$ cat src/rtl/load_store_unit.sv
// Load/store unit: turns one pipeline load/store request into one or two
// word-wide data-memory accesses (split when the access crosses a word),
// then returns a single-cycle response with the extended load data or an
// error flag for illegal encodings and out-of-range addresses.
module load_store_unit #(
   parameter int DM_ADDRESS = 9,
   parameter int DATA_W     = 32
) (
   input  logic                  clk,
   input  logic                  reset,
   input  logic                  req_valid,
   output logic                  req_ready,
   input  logic                  req_we,
   input  logic [2:0]            req_funct3,
   input  logic [31:0]           req_addr,
   input  logic [DATA_W-1:0]     req_wdata,
   output logic                  resp_valid,
   output logic [DATA_W-1:0]     resp_rdata,
   output logic                  resp_err,
   output logic                  mem_re,
   output logic                  mem_we,
   output logic [DM_ADDRESS-1:0] mem_addr,
   output logic [3:0]            mem_be,
   output logic [DATA_W-1:0]     mem_wd,
   input  logic [DATA_W-1:0]     mem_rd
);

   typedef enum logic [2:0] {
      IDLE   = 3'd0,
      FIRST  = 3'd1,
      SECOND = 3'd2,
      WAIT   = 3'd3,
      RESP   = 3'd4
   } state_t;

   state_t state_r, next_state_s;

   // request decode (only meaningful while IDLE)
   logic [1:0]            off_s;
   logic [3:0]            mask_s;
   logic [DATA_W-1:0]     wdata_s;
   logic [32:0]           last_s;
   logic                  f3_ok_s;
   logic                  err_s;
   logic [7:0]            be8_s;
   logic [2*DATA_W-1:0]   wd64_s;
   logic                  split_s;
   logic [DM_ADDRESS-1:0] addr_lo_s;
   logic [DM_ADDRESS-1:0] addr_hi_s;
   logic                  accept_s;

   // request fields latched at acceptance
   logic                  we_r;
   logic [2:0]            funct3_r;
   logic [1:0]            off_r;
   logic                  split_r;
   logic [DM_ADDRESS-1:0] addr_hi_r;
   logic [3:0]            be_hi_r;
   logic [DATA_W-1:0]     wd_hi_r;
   logic [DATA_W-1:0]     lo_r;

   // load extraction and next-cycle output values
   logic [2*DATA_W-1:0]   rd64_s;
   logic [DATA_W-1:0]     sh_s;
   logic [DATA_W-1:0]     ext_s;
   logic                  mem_re_n_s, mem_we_n_s, resp_valid_n_s, resp_err_n_s;
   logic [DM_ADDRESS-1:0] mem_addr_n_s;
   logic [3:0]            mem_be_n_s;
   logic [DATA_W-1:0]     mem_wd_n_s, resp_rdata_n_s;

   assign accept_s  = req_valid && (state_r == IDLE);
   assign req_ready = (state_r == IDLE) && !reset;

   // decode size, legality, byte lanes and split condition of the incoming request
   always_comb begin
      off_s   = req_addr[1:0];
      mask_s  = 4'b0000;
      wdata_s = {DATA_W{1'b0}};
      last_s  = {1'b0, req_addr};
      case (req_funct3[1:0])
         2'b00: begin
            mask_s  = 4'b0001;
            wdata_s = {{(DATA_W-8){1'b0}}, req_wdata[7:0]};
         end
         2'b01: begin
            mask_s  = 4'b0011;
            wdata_s = {{(DATA_W-16){1'b0}}, req_wdata[15:0]};
            last_s  = {1'b0, req_addr} + 33'd1;
         end
         2'b10: begin
            mask_s  = 4'b1111;
            wdata_s = req_wdata;
            last_s  = {1'b0, req_addr} + 33'd3;
         end
         default: begin
            mask_s  = 4'b0000;
            wdata_s = {DATA_W{1'b0}};
         end
      endcase
      if (req_we) begin
         case (req_funct3)
            3'b000, 3'b001, 3'b010: f3_ok_s = 1'b1;
            default:                f3_ok_s = 1'b0;
         endcase
      end else begin
         case (req_funct3)
            3'b000, 3'b001, 3'b010, 3'b100, 3'b101: f3_ok_s = 1'b1;
            default:                                f3_ok_s = 1'b0;
         endcase
      end
      // the last accessed byte is the highest, so checking it covers all bytes
      err_s     = !f3_ok_s || ((last_s >> DM_ADDRESS) != 33'd0);
      be8_s     = {4'b0000, mask_s} << off_s;
      wd64_s    = {{DATA_W{1'b0}}, wdata_s} << {off_s, 3'b000};
      split_s   = |be8_s[7:4];
      addr_lo_s = {req_addr[DM_ADDRESS-1:2], 2'b00};
      addr_hi_s = addr_lo_s + {{(DM_ADDRESS-3){1'b0}}, 3'b100};
   end

   // state register
   always_ff @(posedge clk or posedge reset) begin
      if (reset) begin
         state_r <= IDLE;
      end else begin
         state_r <= next_state_s;
      end
   end

   // next-state sequencing
   always_comb begin
      next_state_s = state_r;
      case (state_r)
         IDLE: begin
            if (req_valid) begin
               next_state_s = err_s ? RESP : FIRST;
            end else begin
               next_state_s = IDLE;
            end
         end
         FIRST: begin
            if (split_r) begin
               next_state_s = SECOND;
            end else if (we_r) begin
               next_state_s = RESP;
            end else begin
               next_state_s = WAIT;
            end
         end
         SECOND:  next_state_s = we_r ? RESP : WAIT;
         WAIT:    next_state_s = RESP;
         RESP:    next_state_s = IDLE;
         default: next_state_s = IDLE;
      endcase
   end

   // latch request fields on acceptance; capture the low word of a split load
   always_ff @(posedge clk or posedge reset) begin
      if (reset) begin
         we_r      <= 1'b0;
         funct3_r  <= 3'b000;
         off_r     <= 2'b00;
         split_r   <= 1'b0;
         addr_hi_r <= {DM_ADDRESS{1'b0}};
         be_hi_r   <= 4'b0000;
         wd_hi_r   <= {DATA_W{1'b0}};
         lo_r      <= {DATA_W{1'b0}};
      end else if (accept_s) begin
         we_r      <= req_we;
         funct3_r  <= req_funct3;
         off_r     <= off_s;
         split_r   <= split_s;
         addr_hi_r <= addr_hi_s;
         be_hi_r   <= be8_s[7:4];
         wd_hi_r   <= wd64_s[2*DATA_W-1:DATA_W];
      end else if (state_r == SECOND && !we_r) begin
         lo_r      <= mem_rd;
      end
   end

   // align the loaded bytes to bit 0 and extend them per funct3
   always_comb begin
      rd64_s = split_r ? {mem_rd, lo_r} : {{DATA_W{1'b0}}, mem_rd};
      sh_s   = DATA_W'(rd64_s >> {off_r, 3'b000});
      case (funct3_r)
         3'b000:  ext_s = {{(DATA_W-8){sh_s[7]}}, sh_s[7:0]};
         3'b001:  ext_s = {{(DATA_W-16){sh_s[15]}}, sh_s[15:0]};
         3'b010:  ext_s = sh_s;
         3'b100:  ext_s = {{(DATA_W-8){1'b0}}, sh_s[7:0]};
         3'b101:  ext_s = {{(DATA_W-16){1'b0}}, sh_s[15:0]};
         default: ext_s = {DATA_W{1'b0}};
      endcase
   end

   // output values for the state being entered (FIRST is only entered from IDLE)
   always_comb begin
      mem_re_n_s     = 1'b0;
      mem_we_n_s     = 1'b0;
      mem_addr_n_s   = {DM_ADDRESS{1'b0}};
      mem_be_n_s     = 4'b0000;
      mem_wd_n_s     = {DATA_W{1'b0}};
      resp_valid_n_s = 1'b0;
      resp_err_n_s   = 1'b0;
      resp_rdata_n_s = {DATA_W{1'b0}};
      case (next_state_s)
         FIRST: begin
            mem_addr_n_s = addr_lo_s;
            if (req_we) begin
               mem_we_n_s = 1'b1;
               mem_be_n_s = be8_s[3:0];
               mem_wd_n_s = wd64_s[DATA_W-1:0];
            end else begin
               mem_re_n_s = 1'b1;
            end
         end
         SECOND: begin
            mem_addr_n_s = addr_hi_r;
            if (we_r) begin
               mem_we_n_s = 1'b1;
               mem_be_n_s = be_hi_r;
               mem_wd_n_s = wd_hi_r;
            end else begin
               mem_re_n_s = 1'b1;
            end
         end
         RESP: begin
            resp_valid_n_s = 1'b1;
            if (state_r == IDLE) begin
               resp_err_n_s = 1'b1;
            end else if (state_r == WAIT) begin
               resp_rdata_n_s = ext_s;
            end else begin
               resp_rdata_n_s = {DATA_W{1'b0}};
            end
         end
         default: begin
            mem_re_n_s = 1'b0;
         end
      endcase
   end

   // registered memory and response outputs
   always_ff @(posedge clk or posedge reset) begin
      if (reset) begin
         mem_re     <= 1'b0;
         mem_we     <= 1'b0;
         mem_addr   <= {DM_ADDRESS{1'b0}};
         mem_be     <= 4'b0000;
         mem_wd     <= {DATA_W{1'b0}};
         resp_valid <= 1'b0;
         resp_err   <= 1'b0;
         resp_rdata <= {DATA_W{1'b0}};
      end else begin
         mem_re     <= mem_re_n_s;
         mem_we     <= mem_we_n_s;
         mem_addr   <= mem_addr_n_s;
         mem_be     <= mem_be_n_s;
         mem_wd     <= mem_wd_n_s;
         resp_valid <= resp_valid_n_s;
         resp_err   <= resp_err_n_s;
         resp_rdata <= resp_rdata_n_s;
      end
   end

endmodule

$ cat config.mk
export PLATFORM = sky130hd
export DESIGN_NAME = load_store_unit
export DESIGN_NICKNAME = d
export VERILOG_FILES = /design/src/rtl/load_store_unit.sv
export SDC_FILE = /design/constraint.sdc
export NUM_CORES = 1
export LEC_CHECK = 0
export ABC_AREA = 1
export CORE_ASPECT_RATIO = 0.9
export CORE_MARGIN = 3
export CORE_UTILIZATION = 30
export DETAILED_ROUTE_END_ITERATION = 7
export PLACE_DENSITY_LB_ADDON = 0.2
export RECOVER_POWER = 100
export SYNTH_ARGS = -nofsm -noshare
export SYNTH_HDL_FRONTEND = slang
export SYNTH_SLANG_ARGS = --single-unit
$ cat constraint.sdc
create_clock -name clk -period 15.95 [get_ports clk]
set_input_delay 4.785 -clock clk [delete_from_list [all_inputs] [get_ports clk]]
set_output_delay 4.785 -clock clk [all_outputs]
set_load 0.05 [all_outputs]
# Yosys cells after proc, flatten, opt, wreduce, memory -nomap -nowiden
# Cells that the tools add are included.
dict set report op_classes {
  addsub 3
  eq_ne 16
  n_shift 3
  n_mux 32
  bitwise 1
  reduce_logical 16
}
# op count
set op_table {}
lappend op_table {{$mux W32} 5}
lappend op_table {{$pmux W32 S5} 1}
lappend op_table {{$pmux W32 S3} 1}
lappend op_table {{$pmux W33 S2} 1}
lappend op_table {{$mux W64} 1}
lappend op_table {{$pmux W32 S2} 1}
lappend op_table {{$shl A32 B5 Y64} 1}
lappend op_table {{$shr A64 B5 Y32} 1}
lappend op_table {{$add A32 B1 Y33 const B} 1}
lappend op_table {{$add A32 B2 Y33 const B} 1}
lappend op_table {{$reduce_bool A33 Y1} 1}
lappend op_table {{$pmux W9 S2} 1}
lappend op_table {{$eq A3 B2 Y1 const B} 5}
lappend op_table {{$eq A3 B3 Y1 const B} 5}
lappend op_table {{$eq A3 B1 Y1 const B} 4}
lappend op_table {{$mux W3} 4}
lappend op_table {{$pmux W3 S4} 1}
lappend op_table {{$pmux W4 S3} 1}
lappend op_table {{$mux W1} 10}
lappend op_table {{$add A9 B3 Y9 const B} 1}
lappend op_table {{$logic_not A3 Y1} 3}
lappend op_table {{$mux W4} 2}
lappend op_table {{$pmux W4 S2} 1}
lappend op_table {{$shl A4 B2 Y8} 1}
lappend op_table {{12 further kinds} 17}
dict set report word_totals {
  regBits 168
  wordCells 88
}

# Longest topological paths before layout
# Gate-level depths: netlist of run 1.
dict set report logic_depth {
  depth_word 11
  mapped_depth 20
  ltp_nobuf 19
}

# Worst setup path before layout of run 1
# No wires, ideal clock.
dict set report synth_timing {
  path_kind {input port to output port}
  startpoint {input port reset}
  endpoint {output port req_ready}
  t_arrival_ps 6234
  t_required_ps 11165
  slack_ps 4931
  cell_stages 1
  path_buffers 0
  cell_sequence {nor4_1}
}
dict set report synth_via {
  elab_chain_len 2
}
# item line_no
set synth_lines {}
lappend synth_lines {{from (decl)} 10} ;# input logic reset,
lappend synth_lines {{$logic_not A1 Y1 (no line)} -}
lappend synth_lines {{$logic_and A1 B1 Y1} 72} ;# assign req_ready = (state_r == IDLE) && !reset;
lappend synth_lines {{to (decl)} 12} ;# output logic req_ready,
# No other way between the ends.

# Worst setup path in the final report of run 1
# Same ends and word-level chain as after synthesis.

==> results of run 1 <==
-- critical path, cell delays in order --
cell	delay, ns
dlygate4sd3_1	0.56
nor4_1	0.17
dlygate4sd3_1	0.91
-- registers in the layout, summed over array words and instances (netlist names), 2 cells and up --
signal / count
be_hi_r: 3
funct3_r: 3
state_r: 3
lo_r: 32
mem_wd: 32
mem_be: 4
off_r: 2
resp_rdata: 32
mem_addr: 7
wd_hi_r: 24
addr_hi_r: 7
-- metrics by stage --
stage                     hold WS, ns  instance area [µm²]  power (W)  setup slack (ns)   util
after floorplan                 0.442                 9660   0.000541              4.93      -
after global placement          0.462                11700   0.000617              4.82  0.375
after detailed placement        0.467                11700   0.000618              4.85  0.375
after CTS                       0.483                12300    0.00103              4.83  0.394
after global routing            0.503                12300    0.00107              3.86  0.392
final                           0.481                12300    0.00102              4.74  0.392
-- cell families after synthesis --
logic type	after synthesis	share of synthesized area
simple gates	680	0.314
buf+inv	259	0.108
compound gates	274	0.156
other cells	1	0.000388
xor+xnor	8	0.00726
fa+ha+maj	8	0.0104
flops	155	0.402
mux	2	0.00207
-- cells in the final DEF, fill, tap and decap left out, types with 10 or more instances in the layout --
cell type        synthesis  routed
inv_1                  174     175
nand2_1                387     387
nor3_1                  10      10
o22ai_1                 17      17
dfrtp_1                155     155
buf_4                    2      10
nand3_1                 63      64
o21ai_0                167     167
clkdlybuf4s50_1          0      66
clkbuf_16                0      17
nor2_1                 109     110
dlygate4sd3_1            0     115
a211oi_1                10      10
a21oi_1                 47      46
nand4_1                 71      71
nor2_2                  10      10
-- cell type report --
type	count	share of cell area
multi-input combinational	974	0.384
sequential	155	0.316
timing repair buffer	195	0.155
inverter	182	0.0558
tap	409	0.0417
clock buffer	21	0.0375
clock inverter	9	0.00939
antenna	1	0.000204
-- path summary, 6_finish.rpt --
check / startpoint / to / slack (ns) / cells past startpoint
hold reg to reg: lo_r[23]$_DFFE_PP0P_ / lo_r[23]$_DFFE_PP0P_ / 0.48 / 2
hold / removal: lo_r[23]$_DFFE_PP0P_ / lo_r[23]$_DFFE_PP0P_ / 0.48 / 2
setup reg to reg: state_r[0]$_DFF_PP0_ / mem_wd[21]$_DFF_PP0_ / 9.54 / 7
setup / recovery: reset / req_ready / 4.74 / 3
min in group asynchronous: reset / mem_wd[20]$_DFF_PP0_ / 5.93 / 2
max in group asynchronous: reset / wd_hi_r[16]$_DFFE_PP0P_ / 5.20 / 3
-- power groups by stage --
stage	Combinational (W)	Clock [W]	Sequential, W
final	0.000200	0.000408	0.000408
after detailed placement	0.000203	0	0.000415
after global routing	0.000226	0.000436	0.000409
after CTS	0.000204	0.000416	0.000408
after floorplan	0.000126	0	0.000415
after global placement	0.000202	0	0.000415
-- routing by layer --
metal  up-vias  global-route usage  wire (µm)
met5         -                   0          0
met4         0              0.0463        573
met3        38              0.0378       1950
met2       306               0.300      14900
met1      4538               0.275      15800
li1       4773                   -          -
==> flow_summary.yaml, run 1 <==
status:
  violations: "max-capacitance violations, max-slew violations"
  status: "finished with violations"
critical_path:
  required_ns: 11.17
  worst-setup-path-type: "in -> out"
  startpoint_type: "input pin"
  crit_arrival_ns: 6.43
  worst-path-max-fanout: 2
  cp-end-kind: "output port"
clocking:
  path_clk_slew_ns: 0.06
  cts-htree-levels: 4
  cts_buffer_depth: 2
  postCtsSetupRepairBufs: 0
  post_cts_resized: 0
  cts_made_buffers: 17
  holdBufCountCts: 0
  cts_tree: "yes"
  cts.sinks: 155
  clock_latency_ns: 0.43
  root_buffer: "clkbuf_16"
power_and_ir_drop:
  pwr-share-seq: 0.401
  clkPwrFrac: 0.401
  netSwitchingFraction: 0.306
  pwr-share-comb: 0.197
  irDropWorstVdd_mv: 0.0812
  p_leak_nw: 6.40
  p_int_w: 0.000705
  pwr_density_cell_mw_per_mm2: 82.8
  p_sw_w: 0.000311
final_layout:
  register_area_mm2: 0.00388
  nFillCells: 3362
  drive_gt1_frac: 0.0495
  final_cells: 1946
  multi_input_area_mm2: 0.00471
  num-nets-final: 1636
  area.growth.synth_to_final_pct: 27.0
detailed_routing:
  routedWlPerCell_um: 17.0
  ant_nets: 0
  dr.pass1.iters: 5
  drtIter0Drc: 736
  finalWirelength_um: 33200
  drc: 0
  via_per_inst: 4.96
  via_count: 9655
placement:
  dpl.cell_count: 1915
  gp_congestion: 0.888
  dp_hpwl_um: 23500
  io_buffer_count: 182
sta:
  fin_crit_sh: 0.703
  slew_headroom: -1.62
  hold_viol_final: 0
  report.final.slew_viol_count: 400
  worst_slew_pin_slew_ns: 3.93
  fin_skew_ns: 0.0106
  setup-violations-final: 0
  setup_tns_ns: 0
  max_freq_mhz: 89.2
  period_needed_ns: 11.21
  rsz0062_at_grt: "no"
die:
  dieArea_mm2: 0.0344
  die_h_um: 176
  rows: 61
  initial_core_util: 0.309
  coreArea_mm2: 0.0313
  chipWidth_um: 195
  pin_count: 185
logic_synthesis:
  synth_area_leaders: "dfrtp_1, nand2_1, o21ai_0"
  synth_cell_type_count: 43
  ys_ff_latch: 155
  ys_top_cells_by_count: "nand2_1, inv_1, o21ai_0"
  yosysMostFrequentCell: "nand2_1"
  yosysWarnings: 0
  ys_async_sr_fraction: 1.00
  synthesis.area_mm2: 0.00966
  ys_dominant_reg_cell: "dfrtp_1"
  yosys.area.top_type: "dfrtp_1"
  synth_top_area_share: 0.402
  syn-instance-count: 1387
  seq_area_frac_synth: 0.402
  avgSynthCellArea_um2: 6.96
  synth_edf_count: 0
global_route:
  overflow: 0
  grt_start_max_net_pins: 86
  grt_pass1_vias: 9399
  track_usage: 0.192
  grt_pass1_wl_um: 52500
  antenna_found_initial: 2
min_path:
  min_path_type: "reg -> reg"
job:
  maxCapViolCount: 7
Note: power is estimated with default switching activity, not from simulation.
==> run 2: changes to the inputs <==
clock period = 10.2 ns   (was 15.95 ns; I/O delays follow)
==> flow_summary.yaml, run 2 (synthesis results as in run 1) <==
status:
  status: "finished with violations"
  violations: "max-capacitance violations, max-slew violations"
sta:
  slew_headroom: -1.19
  fin_crit_sh: 0.812
  report.final.slew_viol_count: 395
  worst_slack_ns: 1.91
  rsz0062_at_grt: "no"
  setup_tns_ns: 0
  period_needed_ns: 8.29
  setup-violations-final: 0
  max_freq_mhz: 121
  hold_viol_final: 0
  fin_skew_ns: 0.0174
  worst_slew_pin_slew_ns: 3.26
clocking:
  postCtsSetupRepairBufs: 0
  cts_tree: "yes"
  clock_latency_ns: 0.44
  cts_made_buffers: 17
  cts-htree-levels: 4
  cts.sinks: 155
  post_cts_resized: 0
  path_clk_slew_ns: 0.07
  holdBufCountCts: 0
  cts_buffer_depth: 2
  root_buffer: "clkbuf_16"
power_and_ir_drop:
  irDropWorstVdd_mv: 0.125
  pwr_density_cell_mw_per_mm2: 130
  clkPwrFrac: 0.402
  pwr-share-seq: 0.400
  power_w: 0.00159
  netSwitchingFraction: 0.324
  p_sw_w: 0.000516
  p_leak_nw: 6.39
  p_int_w: 0.00108
  pwr-share-comb: 0.198
die:
  dieArea_mm2: 0.0344
  chipWidth_um: 195
  initial_core_util: 0.309
  coreArea_mm2: 0.0313
  die_h_um: 176
  rows: 61
  pin_count: 185
critical_path:
  r2r_slack_ns: 4.61
  worst-setup-path-type: "in -> reg"
  crit_path_start: "req_valid"
  reg2regPathDepth: 7
  worst-path-max-fanout: 60
  startpoint_type: "input pin"
  cp-end-kind: "flip-flop"
  r2r-end: "mem_wd[15]$_DFF_PP0_"
  crit_end: "mem_wd[15]$_DFF_PP0_"
  crit_arrival_ns: 8.63
  r2r_start: "state_r[0]$_DFF_PP0_"
  required_ns: 10.55
global_route:
  antenna_found_initial: 0
  overflow: 0
  grt_pass1_vias: 9540
  grt_pass1_wl_um: 53500
  track_usage: 0.195
  grt_start_max_net_pins: 86
placement:
  place_ws_ns: 2.53
  gp_congestion: 0.888
  io_buffer_count: 182
  dp_hpwl_um: 23600
detailed_routing:
  ant_nets: 0
  drtIter0Drc: 706
  dr.pass1.iters: 8
  via_per_inst: 4.95
  via_count: 9638
  finalWirelength_um: 33400
  routedWlPerCell_um: 17.2
  drc: 0
final_layout:
  nFillCells: 3349
  final_cell_mix: "nand2_1, inv_1, o21ai_0"
  num-nets-final: 1635
  insertedDiodeCount: 0
  largestRegisters: "lo_r x32, mem_wd x32, resp_rdata x32"
  register_area_mm2: 0.00388
  area.growth.synth_to_final_pct: 27.0
  multi_input_area_mm2: 0.00472
  layout_commonest_cell: "nand2_1"
  drive_gt1_frac: 0.0507
job:
  maxCapViolCount: 7
min_path:
  min_path_type: "reg -> reg"
  hold_path_depth: 2
[run 2: final cells by class]
class | instances | area share
well taps | 409 | 0.0417
multi-input cells | 974 | 0.385
flip-flops and latches | 155 | 0.316
clock buffers | 18 | 0.0350
repair buffers | 194 | 0.154
inverters | 182 | 0.0558
clock inverters | 14 | 0.0120
[run 2: how the worst min path moves through the flow]
stage	startpoint	end
4_1_cts	lo_r[9]$_DFFE_PP0P_	lo_r[9]$_DFFE_PP0P_
5_1_grt	lo_r[22]$_DFFE_PP0P_	lo_r[22]$_DFFE_PP0P_
3_3_place_gp	lo_r[23]$_DFFE_PP0P_	lo_r[23]$_DFFE_PP0P_
3_5_place_dp	lo_r[23]$_DFFE_PP0P_	lo_r[23]$_DFFE_PP0P_
6_report	lo_r[13]$_DFFE_PP0P_	lo_r[13]$_DFFE_PP0P_
2_1_floorplan	lo_r[23]$_DFFE_PP0P_	lo_r[23]$_DFFE_PP0P_
[run 2: metrics by stage]
| step | utilization | instance area, µm² | cells | hold slack [ns] |
|---|---|---|---|---|
| detailed placement | 0.375 | 11700 | 1914 | 0.464 |
| CTS | 0.393 | 12300 | 1946 | 0.486 |
| global route | 0.392 | 12300 | 1946 | 0.500 |
| floorplan | - | 9660 | 1388 | 0.442 |
| finish | 0.392 | 12300 | 1946 | 0.481 |
| global placement | 0.375 | 11700 | 1914 | 0.457 |
[run 2: routing by layer]
layer	part of all wire	global-route usage	up-vias
li1	-	-	4778
met1	0.48	0.279	4534
met2	0.45	0.307	286
met3	0.053	0.0340	40
met4	0.020	0.0523	0
met5	0	0	-
[run 2: power groups by stage]
stage | registers (W) | logic [W] | clock network, W
after floorplan | 0.000649 | 0.000197 | 0
after global placement | 0.000648 | 0.000318 | 0
after detailed placement | 0.000649 | 0.000318 | 0
after CTS | 0.000637 | 0.000319 | 0.000654
after global routing | 0.000639 | 0.000358 | 0.000685
final | 0.000637 | 0.000316 | 0.000640
[run 2: critical path: stages]
cell	delay [ns]
dlygate4sd3_1	0.61
nand3_2	0.10
clkbuf_1	1.89
inv_1	1.70
nand3_4	0.93
nand4_1	0.15
nand2_1	0.14
